`src/rtl/rom_burst_arbiter.sv`:
```
// rom_burst_arbiter: grants one of two burst requesters access to a single-port async ROM.
// Define ROM_ARB_RR_EN for round-robin arbitration; the default build uses fixed priority (port 0 wins).
module rom_burst_arbiter #(
    parameter int ADDRWIDTH = 4,
    parameter int DATAWIDTH = 8,
    parameter int LENWIDTH  = 4
) (
    input  logic                 iClk,
    input  logic                 iRst_n,
    input  logic                 iReq0,
    input  logic                 iReq1,
    input  logic [ADDRWIDTH-1:0] iAddr0,
    input  logic [ADDRWIDTH-1:0] iAddr1,
    input  logic [LENWIDTH-1:0]  iLen0,
    input  logic [LENWIDTH-1:0]  iLen1,
    output logic                 oGnt0,
    output logic                 oGnt1,
    output logic                 oValid0,
    output logic                 oValid1,
    output logic                 oLast0,
    output logic                 oLast1,
    output logic [DATAWIDTH-1:0] oData0,
    output logic [DATAWIDTH-1:0] oData1,
    output logic                 oBusy,
    output logic [ADDRWIDTH-1:0] oRomAddr,
    input  logic [DATAWIDTH-1:0] iRomData
);
    typedef enum logic {IDLE, BURST} state_t;
    state_t               state, state_nxt;
    logic [ADDRWIDTH-1:0] raddr, raddr_nxt;
    logic [LENWIDTH-1:0]  rcount, rcount_nxt;
    logic                 rowner, rowner_nxt;
    logic [DATAWIDTH-1:0] rdata;
    logic [1:0]           rvalid, rvalid_nxt, rlast, rlast_nxt;
    logic                 idle;
    assign idle = state == IDLE;
`ifdef ROM_ARB_RR_EN
    logic rprio;
    always_ff @(posedge iClk or negedge iRst_n) begin
        if (!iRst_n)
            rprio <= 1'b0;
        else if (oGnt0 || oGnt1)
            rprio <= oGnt0;
    end
    // a lone requester wins regardless of the pointer
    assign oGnt0 = idle && iReq0 && (!iReq1 || !rprio);
    assign oGnt1 = idle && iReq1 && (!iReq0 || rprio);
`else
    assign oGnt0 = idle && iReq0;
    assign oGnt1 = idle && iReq1 && !iReq0;
`endif
    always_comb begin
        state_nxt  = state;
        raddr_nxt  = raddr;
        rcount_nxt = rcount;
        rowner_nxt = rowner;
        rvalid_nxt = 2'b00;
        rlast_nxt  = 2'b00;
        if (idle) begin
            if (oGnt0 || oGnt1) begin
                state_nxt  = BURST;
                raddr_nxt  = oGnt0 ? iAddr0 : iAddr1;
                rcount_nxt = oGnt0 ? iLen0 : iLen1;
                rowner_nxt = oGnt1;
            end
        end else begin
            raddr_nxt  = raddr + ADDRWIDTH'(1);
            rvalid_nxt = rowner ? 2'b10 : 2'b01;
            if (rcount == '0) begin
                rlast_nxt = rvalid_nxt;
                state_nxt = IDLE;
            end else
                rcount_nxt = rcount - LENWIDTH'(1);
        end
    end
    always_ff @(posedge iClk or negedge iRst_n) begin
        if (!iRst_n) begin
            state  <= IDLE;
            raddr  <= '0;
            rcount <= '0;
            rowner <= 1'b0;
            rdata  <= '0;
            rvalid <= 2'b00;
            rlast  <= 2'b00;
        end else begin
            state  <= state_nxt;
            raddr  <= raddr_nxt;
            rcount <= rcount_nxt;
            rowner <= rowner_nxt;
            rvalid <= rvalid_nxt;
            rlast  <= rlast_nxt;
            if (!idle)
                rdata <= iRomData;
        end
    end
    assign oValid0  = rvalid[0];
    assign oValid1  = rvalid[1];
    assign oLast0   = rlast[0];
    assign oLast1   = rlast[1];
    assign oData0   = rdata;
    assign oData1   = rdata;
    assign oBusy    = !idle;
    assign oRomAddr = raddr;
endmodule

```
`config.mk`:
```
export PLATFORM = sky130hd
export DESIGN_NAME = rom_burst_arbiter
export DESIGN_NICKNAME = d
export VERILOG_FILES = /design/src/rtl/rom_burst_arbiter.sv
export SDC_FILE = /design/constraint.sdc
export NUM_CORES = 1
export LEC_CHECK = 0
export CORE_ASPECT_RATIO = 0.9
export CORE_UTILIZATION = 44
export CTS_BUF_LIST = sky130_fd_sc_hd__clkbuf_8
export CTS_CLUSTER_DIAMETER = 60
export DETAILED_ROUTE_END_ITERATION = 7
export PLACE_DENSITY_LB_ADDON = 0.05
export SLEW_MARGIN = 20
export SYNTH_ARGS = -nofsm -noshare
export SYNTH_HDL_FRONTEND = slang
export SYNTH_SLANG_ARGS = --single-unit
```
`constraint.sdc`:
```
create_clock -name iClk -period 3.3 [get_ports iClk]
set_input_delay 0.66 -clock iClk [delete_from_list [all_inputs] [get_ports iClk]]
set_output_delay 0.66 -clock iClk [all_outputs]
set_load 0.03 [all_outputs]
```
==> results of run 1 <==
[power groups by stage]
stage                     sequential (mW)  combinational [mW]  clock, mW
final                               0.470               0.814      0.195
after CTS                           0.470               0.821      0.201
after detailed placement            0.473               0.819          0
after global placement              0.470               0.803          0
after floorplan                     0.600               0.411          0
after global routing                0.486               0.875      0.208
[placed cells by master, fill, tap and decap left out, types with 2 or more instances in the layout]
cell | synthesis | layout
o211ai_1 | 4 | 4
inv_1 | 4 | 4
dfrtp_1 | 22 | 22
clkdlybuf4s50_1 | 0 | 53
xor2_1 | 2 | 2
clkbuf_8 | 0 | 4
ha_1 | 3 | 3
a32oi_1 | 2 | 2
mux2i_1 | 4 | 4
buf_4 | 8 | 4
o21ai_0 | 3 | 3
nor2_1 | 6 | 6
mux2_2 | 11 | 11
nor3_1 | 2 | 2
nand2_1 | 5 | 5
[registers in the layout, indices dropped and copies added, names as in the netlist]
signal	count
oData0	8
rowner	1
rlast	2
rvalid	2
oBusy	1
rcount	4
oRomAddr	4
[per-layer routing]
| layer | vias to the layer above | track usage, % | wire [um] | share of wire (%) |
|---|---|---|---|---|
| met5 | - | 0 | 0 | 0 |
| met4 | 0 | 9.58 | 41 | 1.7 |
| met3 | 5 | 6.82 | 155 | 6.3 |
| met2 | 32 | 36.9 | 1260 | 51 |
| met1 | 455 | 22.1 | 1030 | 41 |
| li1 | 436 | - | - | - |
[cells by family after synthesis]
family	count (synthesis)
flops	22
xor+xnor	2
buf+inv	16
mux	15
fa+ha+maj	3
simple gates	22
compound gates	17
[metrics by stage]
stage	instance area [um2]	worst slack [ns]	hold WS, ns	std cells	util, %
floorplan	1120	0.979	0.364	97	-
CTS	1700	0.404	0.482	174	74.6
global route	1700	0.303	0.388	174	74.4
global placement	1650	0.443	0.455	170	72.2
detailed placement	1650	0.417	0.469	170	72.2
finish	1700	0.404	0.344	174	74.4
[how the worst max path moves through the flow]
stage / cells past startpoint / slack [ns] / to
after global placement: 3 / 0.44 / oGnt1
after floorplan: 2 / 0.98 / oGnt1
after global routing: 3 / 0.30 / oGnt1
after detailed placement: 3 / 0.42 / oGnt1
after CTS: 3 / 0.40 / oGnt1
final: 3 / 0.40 / oGnt1
[final cells by class]
type | instances | area [um2] | share of cell area (%)
timing repair buffer | 58 | 566 | 33.3
sequential | 22 | 551 | 32.4
multi-input combinational | 59 | 478 | 28.2
clock buffer | 4 | 55.1 | 3.24
tap | 27 | 33.8 | 1.99
inverter | 4 | 15.0 | 0.884
==> impl_metrics.csv, run 1 <==
group,metric,value,unit
run_status,outcome,"finished clean",
synth,synth.area.mux_share,14.6,%
setup_path,cp-end-kind,"primary output",
synth,synthFlopType,"dfrtp_1",
synth,yosysWarningCount,0,
synth,syn_avg_cell_area,11.6,um2
synth,synth.most_common_cell,"dfrtp_1",
power,power_frac_comb,55.0,%
timing,slew_viol_final,0,
global_route,grt_antenna_before_repair,0,
setup_path,cpLargestDelayFamily,"buffers and inverters",
setup_path,crit_path_start_kind,"input port",
die,row_count,16,
final_layout,drive_gt1_share,17.0,%
power,internal_power,0.872,mW
drt,vias,928,
synth,yosysTopAreaCell,"dfrtp_1",
die,core_area,0.00228,mm2
timing,final-setup-viol-count,0,
power,powerDensity,871,mW/mm2
synth,ys_async_sr_fraction,100,%
drt,routed_wl,2480,um
power,p_seq_share,31.8,%
setup_path,worstPathRequired,2.64,ns
setup_path,critPathArrivalTime,2.24,ns
drt,dr.pass1.iters,3,
setup_path,critPathLaunch,"iReq0",
placement,dpl.hpwl,1870,um
timing,final-hold-violation-count,0,
setup_path,path_buf_inv,2,
synth,syn_inst,97,
synth,synth-seq-cells,22,
synth,synthSimpleGateAreaFrac,10.2,%
synth,synth_area_leaders,"dfrtp_1 49%, mux2_2 11%, buf_4 5.3%, mux2i_1 3.6%, ha_1 3.3%",
timing,skew,0.00230,ns
setup_path,cpPeakStageDelay,0.72,ns
timing,rsz0062_at_grt,"no",
setup_path,cp_max_fo,9,
drt,drtAntennaViolNets,0,
cts,ctsHoldBuffers,0,
timing,slew_headroom,67.6,%
global_route,overflow,0,
timing,fin_crit_sh,87.8,%
synth,synth_compound_area_share,12.8,%
cts,cts_resized,0,
drt,drt_iter0_drc,11,
cts,clock_latency,0.26,ns
synth,synthXorXnorAreaFrac,1.56,%
synth,synth_top_family_by_area,"multiplexers",
final_layout,n_antenna_cell,0,
timing,max_freq,345,MHz
cts,cts_setup_buffers,0,
setup_path,critPathSlowestCell,"clkdlybuf4s50_1",
synth,syn_area,0.00112,mm2
power,ir_drop,0.000553,V
global_route,grt_max_degree,23,
cts,cts_tree,"done",
cts,h-tree-depth,1,
die,dieArea,0.00276,mm2
cts,cts_root_buf,"clkbuf_8",
synth,synth_edf_count,0,
placement,place.gp.congestion,0.713,
cts,clk_transition_reported_paths,0.08,ns
placement,portBuffers,54,
worst_hold_path,hold_class,"in2async",
drt,viasPerCell,5.33,
synth,ys_seq_area_share,49.0,%
power,clockPowerShare,13.2,%
cts,cts_made_buffers,3,
final_layout,area_delta_synth_final,51.1,%
setup_path,critical_path_class,"in2out",
die,start_util,49.2,%
power,power.leakage,0.730,nW
global_route,track_usage,20.7,%
timing,tightest_slew,0.486,ns
die,die_h,49.9,um
drt,post-route-drc-count,0,
timing,fin_tns_setup,0,ns
setup_path,r2r-end,"rcount[1]$_DFFE_PN0P_",
synth,ys_types,31,
global_route,grt_pass1_wl,4350,um
cts,cts_sinks,22,
final_layout,nNetsFinal,179,
synth,synth_top_area_share,49.0,%
die,io_pins,55,
drt,wl_per_cell,14.3,um
synth,synth-adder-area-share,3.34,%
cts,cts_max_path_buffers,2,
synth,synth_nets,128,
setup_path,timing.rr.start,"rcount[0]$_DFFE_PN0P_",
setup_path,cpMostUsedCell,"clkdlybuf4s50_1",
setup_path,reg2regPathDepth,5,
job,maxCapViolations,0,
power,fin_total_pwr,1.48,mW
power,power.share.switching,41.1,%
die,fp.dieW,55.3,um
setup_path,crit_chain,"clkdlybuf4s50_1, nor3b_1, clkdlybuf4s50_1",
power,switchingPower,0.608,mW
final_layout,fill_cells,171,
timing,timing.final.crit_period,2.90,ns
synth,synth_common_cells,"22 x dfrtp_1, 11 x mux2_2, 8 x buf_4",
global_route,grt_pass1_vias,999,
setup_path,rrSetupSlack,1.68,ns
No activity file was read; power rests on OpenSTA's default activity.
==> run 2: changes to the inputs <==
--- a/config.mk
+++ b/config.mk
@@ -5,8 +5,10 @@
 export SDC_FILE = /design/constraint.sdc
 export NUM_CORES = 1
 export LEC_CHECK = 0
+export CELL_PAD_IN_SITES_DETAIL_PLACEMENT = 0
+export CELL_PAD_IN_SITES_GLOBAL_PLACEMENT = 1
 export CORE_ASPECT_RATIO = 0.9
-export CORE_UTILIZATION = 44
+export CORE_UTILIZATION = 33
 export CTS_BUF_LIST = sky130_fd_sc_hd__clkbuf_8
 export CTS_CLUSTER_DIAMETER = 60
 export DETAILED_ROUTE_END_ITERATION = 7
==> run 2 against run 1 <==
  * Worst setup slack barely moved
  * Largest power group unchanged
  * Utilization fell by 19 points
  * Worst hold slack improved by 0.15 ns
  * Non-clock buffer count rose by 1
  * Die area rose by 32%
  * Routed wire length rose by 4.0%
  * Clock power rose by 31%
  * Highest routed layer unchanged
==> impl_metrics.csv, run 2 (synthesis gave the netlist of run 1 again) <==
group,metric,value,unit
run_status,outcome,"finished clean",
global_route,grt_pass1_vias,889,
cts,h-tree-depth,1,
timing,fin_tns_setup,0,ns
power,power.leakage,0.741,nW
die,core_area,0.00314,mm2
die,start_util,35.8,%
timing,rsz0062_at_grt,"no",
die,dieArea,0.00364,mm2
timing,final-hold-violation-count,0,
timing,slew_headroom,66.8,%
final_layout,fin_area,0.00175,mm2
setup_path,crit_chain,"clkdlybuf4s50_1, nor3b_1, clkdlybuf4s50_1",
placement,portBuffers,54,
setup_path,cp-end-kind,"primary output",
drt,dr.pass1.iters,2,
global_route,grt_antenna_before_repair,0,
global_route,overflow,0,
worst_hold_path,hold_class,"reg2reg",
drt,post-route-drc-count,0,
setup_path,critPathArrivalTime,2.24,ns
drt,routed-wl-met2,1170,um
timing,fin_crit_sh,87.8,%
timing,timing.final.crit_period,2.90,ns
cts,cts_made_buffers,3,
drt,vias,911,
cts,cts_root_buf,"clkbuf_8",
cts,cts_sinks,22,
cts,cts_resized,0,
timing,fin_ws,0.404,ns
timing,final-setup-viol-count,0,
timing,hold_slack,0.494,ns
final_layout,final_cell_mix,"54 x clkdlybuf4s50_1, 22 x dfrtp_1, 11 x mux2_2",
setup_path,cpPeakStageDelay,0.74,ns
cts,clk_transition_reported_paths,0.09,ns
global_route,grt_max_degree,23,
setup_path,critPathSlowestCell,"clkdlybuf4s50_1",
die,fp.dieW,63.5,um
job,maxCapViolations,0,
power,powerDensity,879,mW/mm2
cts,cts_setup_buffers,0,
setup_path,crit_path_start_kind,"input port",
final_layout,layout_commonest_cell,"clkdlybuf4s50_1",
timing,max_freq,345,MHz
drt,drt_iter0_drc,5,
placement,dpl-instance-area,0.00167,mm2
drt,met1Wirelength,1230,um
global_route,track_usage,15.3,%
power,power_frac_comb,52.2,%
setup_path,critical_path_class,"in2out",
final_layout,instances_no_fill,190,
final_layout,n_antenna_cell,0,
final_layout,largest_reg_flops,8,
timing,slew_viol_final,0,
setup_path,cpMostUsedCell,"clkdlybuf4s50_1",
placement,place_inst,186,
final_layout,utilization,55.6,%
die,die_h,57.4,um
timing,skew,0.00746,ns
setup_path,cp_max_fo,6,
final_layout,drive_gt1_share,16.9,%
setup_path,worstPathRequired,2.64,ns
timing,tightest_slew,0.498,ns
cts,cts_tree,"done",
power,clockPowerShare,16.6,%
power,switchingPower,0.607,mW
drt,dr_wl_met3,152,um
placement,place.gp.congestion,0.726,
power,internal_power,0.928,mW
power,fin_total_pwr,1.53,mW
drt,top_layer,"met4",
cts,ctsHoldBuffers,0,
placement,dpl_worst_slack,0.403,ns
die,row_count,19,
drt,routed_wl,2580,um
die,io_pins,55,
drt,drtAntennaViolNets,0,
final_layout,area_delta_synth_final,55.3,%
global_route,grt_pass1_wl,4220,um
power,p_seq_share,31.2,%
setup_path,rrSetupSlack,1.68,ns
final_layout,nNetsFinal,180,
placement,dpl.hpwl,1940,um
power,ir_drop,0.000424,V
power,power.share.switching,39.6,%
drt,wl_per_cell,13.6,um
cts,clock_latency,0.27,ns
drt,viasPerCell,4.79,
cts,cts_max_path_buffers,2,
-- run 2: changes by cell type in the layout (fill, tap and decap cells not counted), sizes merged --
cell           previous run  this run
bufinv                    0         1
clkbuf                    4         3
clkdlybuf4s50            53        54
-- run 2: area by class of cell --
cell class	count	area, um2
Inverter	4	15.0
Tap cell	42	52.6
Multi-Input combinational cell	59	478
Timing Repair Buffer	59	578
Clock buffer	3	41.3
Sequential cell	22	551
Clock inverter	1	30.0
Fill cell	298	1390
-- run 2: power by group through the flow --
stage                     logic (mW)  clock network, mW  registers (mW)
final                          0.802              0.255           0.479
after global routing           0.862              0.270           0.499
after CTS                      0.813              0.261           0.480
after detailed placement       0.810                  0           0.485
after global placement         0.801                  0           0.481
after floorplan                0.411                  0           0.600
-- run 2: routing by layer --
| layer | track usage, % | vias up |
|---|---|---|
| li1 | - | 437 |
| met1 | 19.6 | 439 |
| met2 | 25.2 | 31 |
| met3 | 3.40 | 4 |
| met4 | 5.84 | 0 |
| met5 | 0 | - |
-- run 2: final timing paths --
kind                                     from                    end  cells past startpoint
max in group asynchronous              iRst_n  oData0[3]$_DFFE_PN0P_                      2
max                                     iReq0                  oGnt1                      3
min reg2reg                rowner$_DFFE_PN0P_    rvalid[0]$_DFF_PN0_                      1
max reg2reg                   oBusy$_DFF_PN0_  rcount[2]$_DFFE_PN0P_                      4
min                        rowner$_DFFE_PN0P_    rvalid[0]$_DFF_PN0_                      1
min in group asynchronous              iRst_n  rcount[3]$_DFFE_PN0P_                      2
-- run 2: worst max-delay path: cells and delay by family --
kind,cells,cell delay (ns)
buf+inv,2,1.23
simple gates,1,0.35
==> run 3: changes to the inputs <==
--- a/config.mk
+++ b/config.mk
@@ -13,6 +13,7 @@
 export CTS_CLUSTER_DIAMETER = 60
 export DETAILED_ROUTE_END_ITERATION = 7
 export PLACE_DENSITY_LB_ADDON = 0.05
+export SKIP_LAST_GASP = 1
 export SLEW_MARGIN = 20
 export SYNTH_ARGS = -nofsm -noshare
 export SYNTH_HDL_FRONTEND = slang
==> results of run 3 <==
The final DEF is identical to that of run 2; final timing and power are the same.
==> patch 1, RTL diff (flow settings as in run 2) <==
`DATAWIDTH`: 8 -> 6.
--- a/src/rtl/rom_burst_arbiter.sv
+++ b/src/rtl/rom_burst_arbiter.sv
@@ -2,7 +2,7 @@
 // Define ROM_ARB_RR_EN for round-robin arbitration; the default build uses fixed priority (port 0 wins).
 module rom_burst_arbiter #(
     parameter int ADDRWIDTH = 4,
-    parameter int DATAWIDTH = 8,
+    parameter int DATAWIDTH = 6,
     parameter int LENWIDTH  = 4
 ) (
     input  logic                 iClk,
Interface: changed (resized iRomData, oData0 and oData1); port bits go from 55 to 49. The function was not compared with the original's and may differ.
==> patch 1 against run 2 <==
  * Sequential cell count is 2 lower
  * First-iteration DRC count rose to 3.8 times the old value
  * Synthesized cell count is 6.2% lower
  * Critical path depth unchanged
  * Via count decreased by 6.4%
  * Routed wire length fell by 13%
  * Final area down 8.5%
  * Hold slack lost 150 ps
  * Setup slack got worse by 16 ps
  * Synthesized area decreased by 7.8%
  * Total power is 7.6% lower
==> patch 1: results (changes against run 2) <==
metric,value,unit,change
status,"complete, no violations",,
cts.htree.levels,1,,unchanged
fin_skew,2.909,ps,-4.550 ps
grt_first_pass_wirelength,3.739,mm,-11%
p_seq,0.440,mW,-8.1%
cp_max_fo,8,,+2
fin_crit_sh,88.26,%,+0.50 points
ir_drop,0.4828,mV,+14%
layout-drive-gt1-share,16.79,%,-0.10 points
grt_pass1_vias,825,,-7.2%
worstMarginPinSlew,515.0,ps,+17.48 ps
grt_max_degree,21,,-8.7%
synth.distinct_cells,31,,unchanged
viasPerCell,4.819,,+0.51%
drt_iter0_drc,19,,+14
rr_worst_depth,4,,unchanged
hp-class,in -> async,,
synth_top_cells_by_count,"dfrtp_1, mux2_2, buf_4, nor2_1, nand2_1",,
power_leakage,0.6814,nW,-8.1%
wirelength,2.241,mm,-13%
netlist_top_cells_area,"dfrtp_1, mux2_2, buf_4",,
largest_reg_flops,6,,-2
port_buffers,48,,-11%
placedInstanceArea,1531,µm²,-8.5%
place_hpwl,1.740,mm,-10%
place.gp.congestion,0.7307,,+0.72%
first_pass_iters,4,,+2
nets,167,,-7.2%
patch 1: kinds of logic (layout without fill, tap and decap cells):
family | Yosys count | count (layout) | share of synthesized area (%)
compound gates | 17 | 17 | 13.89
xor+xnor | 2 | 2 | 1.691
fa+ha+maj | 3 | 3 | 3.624
buf+inv | 14 | 60 | 7.729
flops | 20 | 20 | 48.31
mux | 13 | 13 | 13.65
simple gates | 22 | 22 | 11.11
patch 1: through the flow:
step / utilization (%) / hold WS [ps] / power, mW / instances
after floorplan: - / 364.4 / 0.9280 / 91
after global placement: 53.54 / 463.0 / 1.173 / 173
after detailed placement: 53.54 / 471.3 / 1.189 / 173
after CTS: 56.04 / 478.9 / 1.438 / 177
after global routing: 55.86 / 382.1 / 1.519 / 177
final: 55.86 / 340.4 / 1.418 / 177
patch 1: path summary, 6_finish.rpt:
| check | start | to |
|---|---|---|
| setup / recovery | iReq0 | oGnt1 |
| min in group iClk | rowner | rvalid[0] |
| hold reg to reg | rowner | rvalid[0] |
| max in group asynchronous | iRst_n | oRomAddr[0] |
| hold / removal | iRst_n | rcount[3] |
| setup reg to reg | oBusy | rcount[2] |
patch 1: area by class of cell:
class | count | area [µm²] | share of cell area (%)
clock buffer | 3 | 41.29 | 2.584
clock inverter | 1 | 30.03 | 1.879
inverter | 4 | 15.01 | 0.9397
multi-input combinational | 57 | 455.4 | 28.50
sequential | 20 | 500.5 | 31.32
tap | 40 | 50.05 | 3.132
timing repair buffer | 52 | 505.5 | 31.64
patch 1: per-layer routing:
layer	routed length (µm)	vias up	global-route usage (%)
met1	1018	411	20.23
met4	11	0	3.409
li1	-	410	-
met2	1096	30	26.27
met3	114	2	4.419
met5	0	-	0
==> patch 2, RTL diff (settings of run 2) <==
Without the edit above. Take the reset off `raddr` and load it in a clocked block of its own.
--- a/src/rtl/rom_burst_arbiter.sv
+++ b/src/rtl/rom_burst_arbiter.sv
@@ -76,7 +76,6 @@
     always_ff @(posedge iClk or negedge iRst_n) begin
         if (!iRst_n) begin
             state  <= IDLE;
-            raddr  <= '0;
             rcount <= '0;
             rowner <= 1'b0;
             rdata  <= '0;
@@ -84,7 +83,6 @@
             rlast  <= 2'b00;
         end else begin
             state  <= state_nxt;
-            raddr  <= raddr_nxt;
             rcount <= rcount_nxt;
             rowner <= rowner_nxt;
             rvalid <= rvalid_nxt;
@@ -92,6 +90,10 @@
             if (!idle)
                 rdata <= iRomData;
         end
+    end
+
+    always_ff @(posedge iClk) begin
+        raddr <= raddr_nxt;
     end
     assign oValid0  = rvalid[0];
     assign oValid1  = rvalid[1];
Check against the original RTL: not equivalent (Yosys sat finds a counterexample within 4 cycles, from zero or initial values and one cycle with iRst_n low).
==> patch 2 against run 2 <==
  * Setup slack improved by 120 ps
  * Fmax grew 4.2%
  * Routed wire length is 12% lower
  * Final area decreased by 2.8%
  * Die area shrank 0.75%
  * Synthesized area is 0.78% lower
  * Sequential cell count unchanged
  * Via count is 6.6% lower
  * Total power down 5.4%
  * Global-route usage shrank 1.8 points
  * Final cell count decreased by 2.6%
  * Combinational power fell by 3.5%
  * Synthesized cell count fell by 2.1%
  * Critical path type unchanged
  * Critical endpoint is now oGnt0
  * Largest cell class is now flip-flops and latches
==> patch 2: results (changes against run 2) <==
metric,value,unit,change
status,"complete, no violations",,
synth_edf_count,4,,+4
synth.distinct_cells,29,,-6.5%
r2r-start,rcount[0],,
nFillCells,301,,+1.0%
clk_share,3.245,%,-0.84 points
nets,175,,-2.8%
postSynth.asyncResetShare,81.82,%,-18 points
fin_skew,2.168,ps,-5.291 ps
drt_iter0_drc,19,,+14
clkbuf_count,4,,+1
regArea,570.5,µm²,+3.6%
comb.multi_input.count,57,,-3.4%
power_leakage,0.7196,nW,-2.9%
layout-drive-gt1-share,13.29,%,-3.6 points
grt.met3_usage,4.200,%,+0.80 points
grt_use_met2,23.66,%,-1.6 points
wirelength,2.281,mm,-12%
m1WireLength,1.012,mm,-18%
grt_max_degree,22,,-4.3%
grt_pass1_vias,809,,-9.0%
slew_headroom,47.95,%,-19 points
swShare,39.80,%,+0.25 points
p_clk_share,13.1,%,-3.5 points
die_w,63.27,µm,-0.38%
place.gp.congestion,0.6979,,-3.8%
grtUsageMet1,16.65,%,-3.0 points
met3_length,111,µm,-27%
grt_first_pass_wirelength,3.781,mm,-10%
critPathCapture,oGnt0,,
hold_ws,480.2,ps,-14.14 ps
first_pass_iters,4,,+2
n_all_buffers,56,,-5.1%
synth.yosys.seq_area_share,51.18,%,+2.2 points
netlist_top_cells_area,"dfrtp_1, edfxtp_1, mux2_2",,
pwr-share-comb,53.3,%,+1.1 points
## patch 2: changes by cell type after synthesis, moves of 4 or more
cell      before  now
dfrtp_1       22   18
edfxtp_1       0    4
nor2_1         6    2
o211ai_1       4    0
## patch 2: critical path, cell delays in order
cell,delay (ps)
clkdlybuf4s50_1,550
nor2b_1,220
clkdlybuf4s50_1,700
## patch 2: metrics by stage
step | power, mW | util [%] | setup slack, ps | std cells
after floorplan | 1.012 | - | 1001 | 95
after global placement | 1.260 | 52.31 | 551.0 | 181
after detailed placement | 1.274 | 52.31 | 537.1 | 181
after CTS | 1.468 | 54.07 | 537.0 | 185
after global routing | 1.555 | 54.07 | 466.6 | 185
final | 1.453 | 54.07 | 520.8 | 185
## patch 2: kinds of logic after synthesis
kind of cell,share of synthesized area [%]
adders and majority gates,3.367
AOI/OAI and AO/OA,6.846
buffers and inverters,8.641
muxes,15.49
and+or+nand+nor,12.12
DFF,51.18
xor gates and xnor gates,2.357
